`config.mk`:
```
export PLATFORM = sky130hd
export DESIGN_NAME = irq_stim_gen_flat
export DESIGN_NICKNAME = d
export VERILOG_FILES = /design/src/rtl/irq_stim_pkg.sv /design/src/rtl/irq_stim_gen_if.sv /design/src/rtl/irq_stim_chan.sv /design/src/rtl/irq_stim_gen.sv /design/src/flat_wrapper.sv
export SDC_FILE = /design/constraint.sdc
export NUM_CORES = 1
export LEC_CHECK = 0
export BUFFER_PORTS_ARGS = -buffer_cell sky130_fd_sc_hd__buf_4
export CELL_PAD_IN_SITES_DETAIL_PLACEMENT = 0
export CELL_PAD_IN_SITES_GLOBAL_PLACEMENT = 1
export CORE_MARGIN = 3
export CORE_UTILIZATION = 47
export DETAILED_ROUTE_END_ITERATION = 8
export GPL_ROUTABILITY_DRIVEN = 0
export GPL_TIMING_DRIVEN = 1
export PLACE_DENSITY_LB_ADDON = 0.25
export SKIP_LAST_GASP = 1
export SYNTH_ARGS = -nofsm -noshare
export SYNTH_HDL_FRONTEND = slang
export SYNTH_HIERARCHICAL = 1
export SYNTH_SLANG_ARGS = --single-unit
```
`constraint.sdc`:
```
create_clock -name clk -period 6.57 [get_ports clk]
set_input_delay 1.314 -clock clk [delete_from_list [all_inputs] [get_ports clk]]
set_output_delay 1.314 -clock clk [all_outputs]
set_load 0.05 [all_outputs]
```
`src/rtl/irq_stim_pkg.sv`:
```
// irq_stim_pkg
// Shared definitions for the interrupt stimulus generator: the per-channel
// state encoding, the width of the optional miss counters and the largest
// supported channel count.
// Optional feature macro: IRQ_STIM_MISS_CNT_EN (miss counters, see top).
package irq_stim_pkg;

   localparam int MISS_W     = 8;
   localparam int MAX_NUM_CH = 8;

   typedef enum logic [1:0] {
      ST_OFF   = 2'd0,
      ST_COUNT = 2'd1,
      ST_PEND  = 2'd2
   } chan_state_e;

endpackage

```
`src/rtl/irq_stim_gen_if.sv`:
```
// irq_stim_gen_if
// Configuration write channel of the interrupt stimulus generator.
//   cfg_valid  : write strobe (master -> slave)
//   cfg_ready  : slave can accept writes (slave -> master)
//   cfg_ch     : target channel index
//   cfg_period : period in cycles, 0 disables the channel
//   cfg_level  : 0 = pulse mode, 1 = level mode
interface irq_stim_gen_if #(
   parameter int CNT_W = 16
);

   logic             cfg_valid;
   logic             cfg_ready;
   logic [2:0]       cfg_ch;
   logic [CNT_W-1:0] cfg_period;
   logic             cfg_level;

   modport master (
      output cfg_valid, cfg_ch, cfg_period, cfg_level,
      input  cfg_ready
   );

   modport slave (
      input  cfg_valid, cfg_ch, cfg_period, cfg_level,
      output cfg_ready
   );

endinterface

```
`src/rtl/irq_stim_chan.sv`:
```
// irq_stim_chan
// One periodic interrupt source with OFF / COUNT / PEND behaviour.
// Ports:
//   clk, resetn : clock, asynchronous active-low reset
//   en_i        : global enable, low freezes the counter
//   wr_i        : configuration write aimed at this channel
//   period_i    : new period (0 = off)
//   level_i     : new mode (0 = pulse, 1 = level)
//   ack_i       : acknowledge for this channel's interrupt bit
//   irq_o       : registered interrupt output
//   miss_o      : saturating missed-event count (IRQ_STIM_MISS_CNT_EN only)
module irq_stim_chan
   import irq_stim_pkg::*;
#(
   parameter int CNT_W = 16
) (
   input  logic             clk,
   input  logic             resetn,
   input  logic             en_i,
   input  logic             wr_i,
   input  logic [CNT_W-1:0] period_i,
   input  logic             level_i,
   input  logic             ack_i,
   output logic             irq_o
`ifdef IRQ_STIM_MISS_CNT_EN
   ,
   output logic [MISS_W-1:0] miss_o
`endif
);

   chan_state_e      state_q, state_d;
   logic [CNT_W-1:0] cnt_q, cnt_d;
   logic [CNT_W-1:0] period_q, period_d;
   logic             level_q, level_d;
   logic             irq_q, irq_d;
   logic             fire;
`ifdef IRQ_STIM_MISS_CNT_EN
   logic [MISS_W-1:0] miss_q, miss_d;
`endif

   // A write overrides everything in the same cycle, including a coincident
   // fire. In PEND a fire together with an ack keeps the bit high and is not
   // counted as a miss, since the core is just servicing the previous event.
   always_comb begin
      fire     = en_i && (state_q != ST_OFF) && (cnt_q == period_q - 1'b1);
      state_d  = state_q;
      cnt_d    = cnt_q;
      period_d = period_q;
      level_d  = level_q;
      irq_d    = irq_q;
`ifdef IRQ_STIM_MISS_CNT_EN
      miss_d   = miss_q;
`endif
      if (wr_i) begin
         period_d = period_i;
         level_d  = level_i;
         cnt_d    = '0;
         irq_d    = 1'b0;
         state_d  = (period_i != '0) ? ST_COUNT : ST_OFF;
`ifdef IRQ_STIM_MISS_CNT_EN
         miss_d   = '0;
`endif
      end else begin
         if ((state_q != ST_OFF) && en_i) begin
            cnt_d = fire ? '0 : cnt_q + 1'b1;
         end
         case (state_q)
            ST_COUNT: begin
               irq_d = fire;
               if (fire && level_q) begin
                  state_d = ST_PEND;
               end
            end
            ST_PEND: begin
               if (fire) begin
                  irq_d = 1'b1;
`ifdef IRQ_STIM_MISS_CNT_EN
                  if (!ack_i && (miss_q != '1)) begin
                     miss_d = miss_q + 1'b1;
                  end
`endif
               end else if (ack_i) begin
                  irq_d   = 1'b0;
                  state_d = ST_COUNT;
               end
            end
            default: begin
               irq_d = 1'b0;
            end
         endcase
      end
   end

   // Channel state registers
   always_ff @(posedge clk or negedge resetn) begin
      if (!resetn) begin
         state_q  <= ST_OFF;
         cnt_q    <= '0;
         period_q <= '0;
         level_q  <= 1'b0;
         irq_q    <= 1'b0;
`ifdef IRQ_STIM_MISS_CNT_EN
         miss_q   <= '0;
`endif
      end else begin
         state_q  <= state_d;
         cnt_q    <= cnt_d;
         period_q <= period_d;
         level_q  <= level_d;
         irq_q    <= irq_d;
`ifdef IRQ_STIM_MISS_CNT_EN
         miss_q   <= miss_d;
`endif
      end
   end

   assign irq_o = irq_q;
`ifdef IRQ_STIM_MISS_CNT_EN
   assign miss_o = miss_q;
`endif

endmodule

```
`src/rtl/irq_stim_gen.sv`:
```
// irq_stim_gen
// Bank of NUM_CH periodic interrupt sources; channel i drives
// irq[BASE_IRQ+i] and is acknowledged through irq_ack[BASE_IRQ+i].
// Ports:
//   clk, resetn : clock, asynchronous active-low reset
//   en          : global enable
//   cfg         : configuration write channel (irq_stim_gen_if.slave)
//   irq_ack     : per-bit acknowledge from the core
//   irq         : interrupt vector, bits outside the channel range are 0
//   miss_cnt    : 8 bits per channel of missed events
//                 (present only when IRQ_STIM_MISS_CNT_EN is defined)
module irq_stim_gen
   import irq_stim_pkg::*;
#(
   parameter int NUM_CH   = 2,
   parameter int CNT_W    = 16,
   parameter int BASE_IRQ = 4
) (
   input  logic        clk,
   input  logic        resetn,
   input  logic        en,
   irq_stim_gen_if.slave cfg,
   input  logic [31:0] irq_ack,
   output logic [31:0] irq
`ifdef IRQ_STIM_MISS_CNT_EN
   ,
   output logic [NUM_CH*MISS_W-1:0] miss_cnt
`endif
);

   logic              ready_q;
   logic [NUM_CH-1:0] chIrq;
   logic              unused_ack;

   // Ready is low throughout reset and rises on the first edge after release
   always_ff @(posedge clk or negedge resetn) begin
      if (!resetn) begin
         ready_q <= 1'b0;
      end else begin
         ready_q <= 1'b1;
      end
   end

   assign cfg.cfg_ready = ready_q;

   // Channel indices >= NUM_CH match no instance, so such writes are dropped
   for (genvar i = 0; i < NUM_CH; i++) begin : gChan
      irq_stim_chan #(
         .CNT_W (CNT_W)
      ) uChan (
         .clk      (clk),
         .resetn   (resetn),
         .en_i     (en),
         .wr_i     (cfg.cfg_valid && (cfg.cfg_ch == 3'(i))),
         .period_i (cfg.cfg_period),
         .level_i  (cfg.cfg_level),
         .ack_i    (irq_ack[BASE_IRQ+i]),
         .irq_o    (chIrq[i])
`ifdef IRQ_STIM_MISS_CNT_EN
         ,
         .miss_o   (miss_cnt[i*MISS_W +: MISS_W])
`endif
      );
   end

   // Place the channel bits into the 32-bit vector, everything else tied low
   always_comb begin
      irq = '0;
      irq[BASE_IRQ +: NUM_CH] = chIrq;
   end

   // Acknowledge bits outside the channel range are deliberately ignored
   assign unused_ack = ^irq_ack;

endmodule
```
`src/flat_wrapper.sv`:
```
// flat-port wrapper written by rule: the top's interface ports become plain ports
module irq_stim_gen_flat import irq_stim_pkg::*;
#(
   parameter int NUM_CH   = 2,
   parameter int CNT_W    = 16,
   parameter int BASE_IRQ = 4
)
  (clk, resetn, en, irq_ack, irq, cfg_cfg_valid, cfg_cfg_ch, cfg_cfg_period, cfg_cfg_level, cfg_cfg_ready);
  irq_stim_gen_if #(.CNT_W(CNT_W)) cfg_i ();
  input  logic clk;
  input  logic resetn;
  input  logic en;
  input  logic [31:0] irq_ack;
  output logic [31:0] irq;
  input wire logic [$bits(cfg_i.cfg_valid)-1:0] cfg_cfg_valid;
  input wire logic [$bits(cfg_i.cfg_ch)-1:0] cfg_cfg_ch;
  input wire logic [$bits(cfg_i.cfg_period)-1:0] cfg_cfg_period;
  input wire logic [$bits(cfg_i.cfg_level)-1:0] cfg_cfg_level;
  output wire logic [$bits(cfg_i.cfg_ready)-1:0] cfg_cfg_ready;
  assign cfg_i.cfg_valid = cfg_cfg_valid;
  assign cfg_i.cfg_ch = cfg_cfg_ch;
  assign cfg_i.cfg_period = cfg_cfg_period;
  assign cfg_i.cfg_level = cfg_cfg_level;
  assign cfg_cfg_ready = cfg_i.cfg_ready;
  irq_stim_gen #(.NUM_CH(NUM_CH), .CNT_W(CNT_W), .BASE_IRQ(BASE_IRQ)) u_core (.clk(clk), .resetn(resetn), .en(en), .cfg(cfg_i), .irq_ack(irq_ack), .irq(irq));
endmodule
```
; ---- After elaboration in Yosys (flattened, before gate mapping)
; Index checks and enable logic that the tools add are counted.
[classes]
n_addsub = 4
eq_ne = 15
mux = 25
reduce_logical = 18
[ops]
columns = cell, count
row1 = $mux W16, 6
row2 = $add A16 B1 Y16 const B, 2
row3 = $eq A16 B16 Y1, 2
row4 = $sub A16 B1 Y16 const B, 2
row5 = $ne A3 B3 Y1 const B, 6
row6 = $mux W2, 8
row7 = $reduce_bool A16 Y1, 1
row8 = $logic_and A1 B1 Y1, 8
row9 = $ne A4 B4 Y1 const B, 2
row10 = $pmux W2 S2, 2
row11 = $reduce_and A4 Y1, 2
row12 = $reduce_bool A2 Y1, 4
row13 = $mux W1, 7
row14 = $reduce_bool A3 Y1, 2
row15 = $eq A2 B1 Y1 const B, 2
row16 = $eq A2 B2 Y1 const B, 2
row17 = $pmux W1 S2, 2
row18 = $eq A3 B1 Y1 const B, 1
row19 = $logic_not A3 Y1, 1
[totals]
regBits = 73
out_inout_bits = 33
word_cells = 73

; ---- Longest topological paths before layout
; Gate-level depths: netlist of the first run.
[logic_depth]
depth_word = 7
ltp_mapped = 12

; ---- Cells and area by module
; Netlist of the first run, hierarchy kept.
[modules_own_cells]
columns = module, n_inst, cells_each, area_each_um2
row1 = irq_stim_chan (u_core.gChan[1].uChan), 1, 272, 2398.6
row2 = irq_stim_chan (u_core.gChan[0].uChan), 1, 239, 2367.3
row3 = irq_stim_gen, 1, 35, 285.3

; ---- Least setup slack after synthesis of the first run
; OpenSTA, ideal clock, no wires.
[synth_path]
kind = input-to-reg
start = input en
end = register u_core.gChan[0].uChan.cnt_q[13]
setup_time_ns = 0.121
t_arrival_ns = 2.742
setup_slack_ns = 3.707
stages = 8
cell_sequence = nor2b_1 o2111ai_1 nand4b_2 nor4_4 a211oi_4 buf_4 a21o_1 a22o_1
[synth_between]
elab_chain_cells = 5
elab_cells_between_ends = 6
classes_between = mux: 3 / reduce/logical: 3
[synth_rtl]
columns = element, line
row1 = start: declaration, flat_wrapper.sv:12  ; input logic en;
row2 = $logic_and A1 B1 Y1 (*), "irq_stim_chan.sv:45, irq_stim_chan.sv:64"
row3 = $logic_and A1 B1 Y1, irq_stim_chan.sv:45  ; fire = en_i && (state_q != ST_OFF) && (cnt_q == period_q - 1'b1);
row4 = $mux W16, irq_stim_chan.sv:65  ; cnt_d = fire ? '0 : cnt_q + 1'b1;
row5 = $mux W16, irq_stim_chan.sv:64  ; if ((state_q != ST_OFF) && en_i) begin
row6 = $mux W16, irq_stim_chan.sv:54  ; if (wr_i) begin
row7 = end signal: assignment, irq_stim_chan.sv:107  ; cnt_q <= cnt_d;
row8 = end: declaration, irq_stim_chan.sv:32  ; logic [CNT_W-1:0] cnt_q, cnt_d;
; Mark *: on every way between the ends. The rest lies on a longest branch, timed or not. The select of a mux whose other input is x is not followed.
; A chain may end at the register's enable or synchronous reset.

; ---- Worst setup path after layout of the first run
[layout_path]
start = input en
end = register u_core.gChan[1].uChan.state_q[0]
[layout_between]
elab_chain_cells = 5
elab_cells_between_ends = 6
classes_between = eq/ne: 2 / reduce/logical: 4
[layout_rtl]
columns = element, line
row1 = $logic_and A1 B1 Y1 (*) (2 in a row), irq_stim_chan.sv:45
row2 = $logic_and A1 B1 Y1, irq_stim_chan.sv:70  ; if (fire && level_q) begin
row3 = $ne A3 B3 Y1 (no line), -
row4 = $reduce_and A4 Y1 (no line) (*), -
row5 = end signal: assignment, irq_stim_chan.sv:106  ; state_q <= state_d;
row6 = end: declaration, irq_stim_chan.sv:31  ; chan_state_e state_q, state_d;
; Mark *: on every way between the ends. The rest lies on a longest branch, timed or not.

==> impl_results.md, run 1 <==
* Count of max-cap constraint violations at 0
* Post-CTS sizing at 0
* Startpoint Class: input port
* Final worst slack at approximately 3 ns
* Seq cells post-synth at 73
* Sw frac at 0.3428
* Die Height at roughly 110 µm
* Layout area overhead at 8.744%
* EDFF count, synth at 0
* Int Pwr at ~1.1 mW
* Register area share after synthesis at 0.3617
* Die Wd at 109.7 µm
* Vias at approximately 4100
* Inserted Diodes at 0
* Num Clock Sinks at 73
* Remaining DRCs at 0
* Fin. Hold Viols at 0
* Static leakage at approximately 2.3 nW
* CP max-delay cell: nand2b_1
* DRT iter0 DRCs at 235
* Hold-fix buffers, CTS at 0
* Root buffer cell: clkbuf_8
* Critical Path Max Stage Delay at 0.54 ns
* Arr. time, crit path at between 3 and 4 ns
* Min Tclk post-route at between 3 and 4 ns
* Placed instance count at between 600 and 700
* Final Cycle Share at 0.5414
* Gr usage total at 0.1997
* Hold Crit Class: reg2reg
* Antenna violations before repair at 0
* Detailed placement HPWL at roughly 7900 µm
* Status: completed
* Worst-margin pin slew at 1.188 ns
* Final std cells w/o fill at roughly 700
* Postcts setup bufs at 0
* Syn_area_per_cell at 9.251 µm²
* Final Net Count at ~630
* CTS tree: yes
* Routed vias/inst at between 5 and 6
* Crit path required time at 6.81 ns
* Top_reg_cell synth: dfrtp_1
* # IOs at 89
* Total iterations of the first detailed-routing run at 4
* Sw Pwr at 0.5641 mW
* Max VDD drop at 0.1224 mV
* Gr ovfl total at 0
* Combinational power share at 0.281
* CTS HTree Levels at 3
* Nature of the critical path endpoint: register
* Maximum buffer depth of the clock tree at 2
* PortBufs at 28
* Total clock buffers created by CTS at 9
* Final hold slack at a little over 0.5 ns
* Avg WL per Cell at 16.09 µm
* Total design power at 1.645 mW
* RSZ-0062 raised after global routing: no
* Clock power frac at 0.315
* Share of power burned in registers at 0.405
* Placed inst area at about 5200 µm²
* Clock slew at reported path FFs at 0.08 ns
* Post-DRT Antenna Nets at 0
* Pins Over Slew Limit at 0
* Initial Util at 0.4871
* Synth Instances at about 550
* Setup violations, final at 0
* Ys async rst share at 1.000
* Worst-path maximum fanout at 30
* Setup total negative slack at 0 ns
* Post-synth cell types at 75
* First-pass GRT wire length at between 15000 and 20000 µm
* Bufs and invs on worst path at 2
* Crit-path cells: buf_4, nand2b_1, nor3_1, o2111ai_1, nor4b_1, o2111ai_1, buf_4, a41oi_1, a21oi_1
* Slew headroom at 0.2057
* Synth warnings at 6
* Largest net degree at the start of global routing at 74
* Synthesized area at 5051 µm²
* Final design utilization at 0.5297
* Die area at between 10000 and 15000 µm²
* Final Instance Area at between 5000 and 6000 µm²
* Latest clock arrival within the worst-skew pair at between 0.3 and 0.4 ns
* Clk_skew at between 0.007 and 0.008 ns
* Dpl ws at roughly 2.7 ns
* Cell Pwr Density at approximately 300 nW/µm²
* Vias in the first global route at ~3800
* Row Count at 37
* Cell family with most CP delay: simple AND/OR/NAND/NOR gates
* Flop-to-flop setup slack at about 3.1 ns
* Achievable Freq at 281.1 MHz
* FILL cells at around 980
* Layout cells sized above 1 at 0.1735
* Core Region at roughly 10000 µm²
* Routed WL at between 10000 and 15000 µm
* Critical path class: in2reg
sequential cells by signal (all words and copies together) (netlist names):
name / count
u_core/cfg.cfg_ready: 1
u_core/gChan.uChan/cnt_q: 32
u_core/gChan.uChan/irq_o: 2
u_core/gChan.uChan/level_q: 2
u_core/gChan.uChan/period_q: 32
u_core/gChan.uChan/state_q: 4
cells in the mapped netlist (4+ instances only):
master | n | share of area
xor2_1 | 13 | 0.023
clkbuf_1 | 17 | 0.013
inv_1 | 16 | 0.012
buf_4 | 32 | 0.048
ha_1 | 10 | 0.025
nor2b_1 | 7 | 0.0087
and3_1 | 13 | 0.016
mux2i_1 | 4 | 0.0079
nor4_1 | 14 | 0.017
xnor2_1 | 23 | 0.040
nor3_1 | 12 | 0.012
mux2_2 | 27 | 0.060
nor4b_1 | 4 | 0.0069
o21ai_1 | 5 | 0.0050
or4_1 | 10 | 0.015
a31oi_1 | 27 | 0.033
dfrtp_1 | 73 | 0.36
nand4_1 | 8 | 0.0099
or3_1 | 4 | 0.0050
o21ai_0 | 10 | 0.0099
nor3b_1 | 6 | 0.0089
nand3_1 | 22 | 0.022
nand2b_1 | 15 | 0.019
nor2_1 | 30 | 0.022
a21oi_1 | 19 | 0.019
a21oi_2 | 5 | 0.0087
nand2_1 | 42 | 0.031
final cells by class:
cell class,count,area [µm²],share of cell area
multi-input cells,429,2912,0.5301
flip-flops and latches,73,1827,0.3326
repair buffers,31,232.7,0.04237
well taps,136,170.2,0.03098
clock inverters,5,150.1,0.02733
clock buffers,11,141.4,0.02574
inverters,16,60.06,0.01093
layer usage:
layer  part of all wire  track usage
met5                  0            0
met3              0.058      0.02995
met2               0.43       0.2899
met1               0.49       0.3032
met4              0.013      0.06589
cell families (layout without fill, tap and decap cells):
logic type	count (synthesis)	after routing	synth area share
AND/OR/NAND/NOR	220	220	0.2596
AO/OA/AOI/OAI	101	101	0.1367
flip-flops	73	73	0.3617
buffers and inverters	73	63	0.08521
XOR/XNOR	36	36	0.06242
multiplexers	31	31	0.06812
adder cells (fa/ha/maj)	10	10	0.02477
other	2	31	0.001487
worst paths after layout:
path                                              startpoint                               end  depth (start not counted)
max                                                       en  u_core/gChan[1].uChan/state_q[0]                          9
min                          u_core/gChan[0].uChan/cnt_q[15]   u_core/gChan[0].uChan/cnt_q[15]                          1
max reg2reg                u_core/gChan[0].uChan/period_q[4]   u_core/gChan[0].uChan/cnt_q[15]                          8
min reg2reg                  u_core/gChan[0].uChan/cnt_q[15]   u_core/gChan[0].uChan/cnt_q[15]                          1
max in group asynchronous                             resetn    u_core/gChan[1].uChan/cnt_q[1]                          1
min in group asynchronous                             resetn    u_core/gChan[1].uChan/cnt_q[9]                          1
cells in the final DEF (no fill, tap or decap), types with 13 or more instances in the layout:
| master | instances |
|---|---|
| conb_1 | 31 |
| xnor2_1 | 23 |
| mux2_2 | 27 |
| nand2_1 | 42 |
| nand2b_1 | 15 |
| inv_1 | 16 |
| a31oi_1 | 27 |
| dfrtp_1 | 73 |
| and3_1 | 13 |
| nand3_1 | 22 |
| nor4_1 | 14 |
| buf_4 | 31 |
| xor2_1 | 13 |
| nor2_1 | 30 |
| a21oi_1 | 19 |
power by group through the flow:
| stage | registers (mW) | logic, mW | clock network [mW] |
|---|---|---|---|
| after detailed placement | 0.673 | 0.459 | 0 |
| after global routing | 0.684 | 0.519 | 0.550 |
| after floorplan | 0.618 | 0.420 | 0 |
| after global placement | 0.667 | 0.448 | 0 |
| final | 0.666 | 0.462 | 0.518 |
| after CTS | 0.664 | 0.463 | 0.525 |
(Power assumes the default switching activity.)
==> run 2: changes to the inputs <==
Settings changed: CORE_UTILIZATION 47 to 43.
Clock period 6.57 ns to 3.7 ns, I/O delays scaled along.
==> impl_results.md, run 2 (same netlist as run 1, synthesis figures left out) <==
* Total design power at 2.899 mW (was 1.645 mW)
* Routed vias/inst at 5.704 (was 5.779)
* Die Height at 114.4 µm (was 109.7 µm)
* Share of power burned in registers at 0.412 (was 0.405)
* Largest net degree at the start of global routing at 74 (unchanged)
* Min Tclk post-route at roughly 3.4 ns
* Arr. time, crit path at 3.66 ns (was 3.79 ns)
* Sw Pwr at 1.040 mW (was 0.5641 mW)
* Setup violations, final at 0 (unchanged)
* Clock slew at reported path FFs at 0.06 ns (was 0.08 ns)
* Worst-margin pin slew at 1.159 ns (was 1.188 ns)
* Layout area overhead at 9.264% (was 8.744%)
* Final hold slack at 0.5317 ns (was 0.5131 ns)
* Dpl ws at 0.3218 ns (was 2.676 ns)
* CTS HTree Levels at 3 (unchanged)
* Startpoint Class: register (was input port)
* Pins Over Slew Limit at 0 (unchanged)
* Antenna violations before repair at 0 (unchanged)
* Max VDD drop at 0.2186 mV (was 0.1224 mV)
* PortBufs at 28 (unchanged)
* Sw frac at 0.3588 (was 0.3428)
* Clock power frac at 0.304 (was 0.315)
* Total clock buffers created by CTS at 9 (unchanged)
* Most frequent cells in the layout: dfrtp_1, nand2_1, buf_4 (was dfrtp_1, nand2_1, buf_4, conb_1, nor2_1)
* Maximum buffer depth of the clock tree at 2 (unchanged)
* Remaining DRCs at 0 (unchanged)
* CTS tree: yes (unchanged)
* Fin. Hold Viols at 0 (unchanged)
* Critical path class: reg2reg (was in2reg)
* RSZ-0062 raised after global routing: no (unchanged)
* Hold depth at 1 (unchanged)
* # IOs at 89 (unchanged)
* Hold Crit Class: reg2reg (unchanged)
* Top flop regs: u_core/gChan.uChan/cnt_q (32), u_core/gChan.uChan/period_q (32), u_core/gChan.uChan/state_q (4) (unchanged)
* Placed instance count at 691 (was 685)
* Most common cell after layout, fill and taps aside: dfrtp_1 (unchanged)
* Final std cells w/o fill at 707 (was 701)
* Status: completed (unchanged)
* DRT iter0 DRCs at 307 (was 235)
* Root buffer cell: clkbuf_16 (was clkbuf_8)
* Detailed placement HPWL at 8556 µm (was 7946 µm)
* First-pass GRT wire length at 19630 µm (was 18770 µm)
* Cell Pwr Density at 525.3 nW/µm² (was 299.6 nW/µm²)
* Count of max-cap constraint violations at 0 (unchanged)
* Final Net Count at 628 (was 626)
* Post-CTS sizing at 0 (unchanged)
* Achievable Freq at just under 300 MHz
* Core Region at 11170 µm² (was 10370 µm²)
* Clk_skew at 0.007621 ns (was 0.007276 ns)
* Combinational power share at 0.284 (was 0.281)
* Int Pwr at 1.859 mW (was 1.081 mW)
* Die area at 13080 µm² (was 12030 µm²)
* Num Clock Sinks at 73 (unchanged)
* Gr ovfl total at 0 (unchanged)
* Postcts setup bufs at 0 (unchanged)
* Crit path required time at 3.95 ns (was 6.81 ns)
* Routed WL at 11810 µm (was 11280 µm)
* Nature of the critical path endpoint: register (unchanged)
* Avg WL per Cell at 16.71 µm (was 16.09 µm)
* R2R cell count at 8 (unchanged)
* Latest clock arrival within the worst-skew pair at 0.34 ns (was 0.35 ns)
* Row Count at 38 (was 37)
* Post-DRT Antenna Nets at 0 (unchanged)
* Inserted Diodes at 0 (unchanged)
* Hold-fix buffers, CTS at 0 (unchanged)
* Final worst slack at 0.2988 ns (was 3.013 ns)
* Flop-to-flop setup slack at 0.30 ns (was 3.12 ns)
* Initial Util at 0.4521 (was 0.4871)
* FILL cells at 1047 (was 975)
* Die Wd at 114.4 µm (was 109.7 µm)
* Slew headroom at 0.2246 (was 0.2057)
* Vias at 4033 (was 4051)
* Gr usage total at 0.1894 (was 0.1997)
* Worst-path maximum fanout at 30 (unchanged)
* Static leakage at 2.349 nW (was 2.341 nW)
* Setup total negative slack at 0 ns (unchanged)
* Layout cells sized above 1 at 0.1764 (was 0.1735)
* Final Cycle Share at 0.9193
* Total iterations of the first detailed-routing run at 4 (unchanged)
* Vias in the first global route at 3766 (was 3768)
-- run 2: changes by cell type in the layout (fill, tap and decap cells not counted) --
cell and delta:
clkbuf_16 +9, clkbuf_8 -9, clkinv_2 +2, bufinv_16 -4
buf_4 +2, clkinvlp_4 +2
-- run 2: metrics by stage --
step | utilization | cell area (µm²)
finish | 0.4940 | 5519
global route | 0.4940 | 5519
detailed placement | 0.4673 | 5221
CTS | 0.4940 | 5519
global placement | 0.4673 | 5221
floorplan | - | 5160
-- run 2: power by group through the flow --
stage	logic, mW	clock network [mW]	registers, mW
after global placement	0.796	0	1.20
final	0.822	0.882	1.19
after floorplan	0.746	0	1.10
after global routing	0.919	0.935	1.23
after CTS	0.823	0.900	1.19
after detailed placement	0.818	0	1.20
-- run 2: area by class of cell --
cell class / count / area [µm²] / share of cell area
multi-input cells: 429 / 2912 / 0.5275
flip-flops and latches: 73 / 1827 / 0.3310
repair buffers: 33 / 247.7 / 0.04489
clock buffers: 11 / 242.7 / 0.04398
well taps: 140 / 175.2 / 0.03174
inverters: 16 / 60.06 / 0.01088
clock inverters: 5 / 55.05 / 0.009975
-- run 2: worst max-delay path, stage by stage, from the launching register on --
cell and delay, ns:
dfrtp_1 0.47, or4_4 0.57, or3_1 0.41, a21boi_1 0.15, nor2_1 0.15, a21oi_2 0.14, a211oi_4 0.98, a41oi_1 0.23
a31oi_1 0.20
-- run 2: layer usage --
metal  up-vias  track usage  part of all wire
li1       1974            -                 -
met1      1944       0.2947              0.51
met2       100       0.2600              0.42
met3        15      0.04017             0.055
met4         0      0.05780             0.016
met5         -            0                 0
-- run 2: worst paths after layout --
kind	from	end
setup / recovery	u_core/gChan[0].uChan/period_q[5]	u_core/gChan[0].uChan/cnt_q[15]
max in group asynchronous	resetn	u_core/cfg.cfg_ready
min in group asynchronous	resetn	u_core/gChan[1].uChan/period_q[9]
hold / removal	u_core/gChan[0].uChan/cnt_q[15]	u_core/gChan[0].uChan/cnt_q[15]
setup reg to reg	u_core/gChan[0].uChan/period_q[5]	u_core/gChan[0].uChan/cnt_q[15]
hold reg to reg	u_core/gChan[0].uChan/cnt_q[15]	u_core/gChan[0].uChan/cnt_q[15]
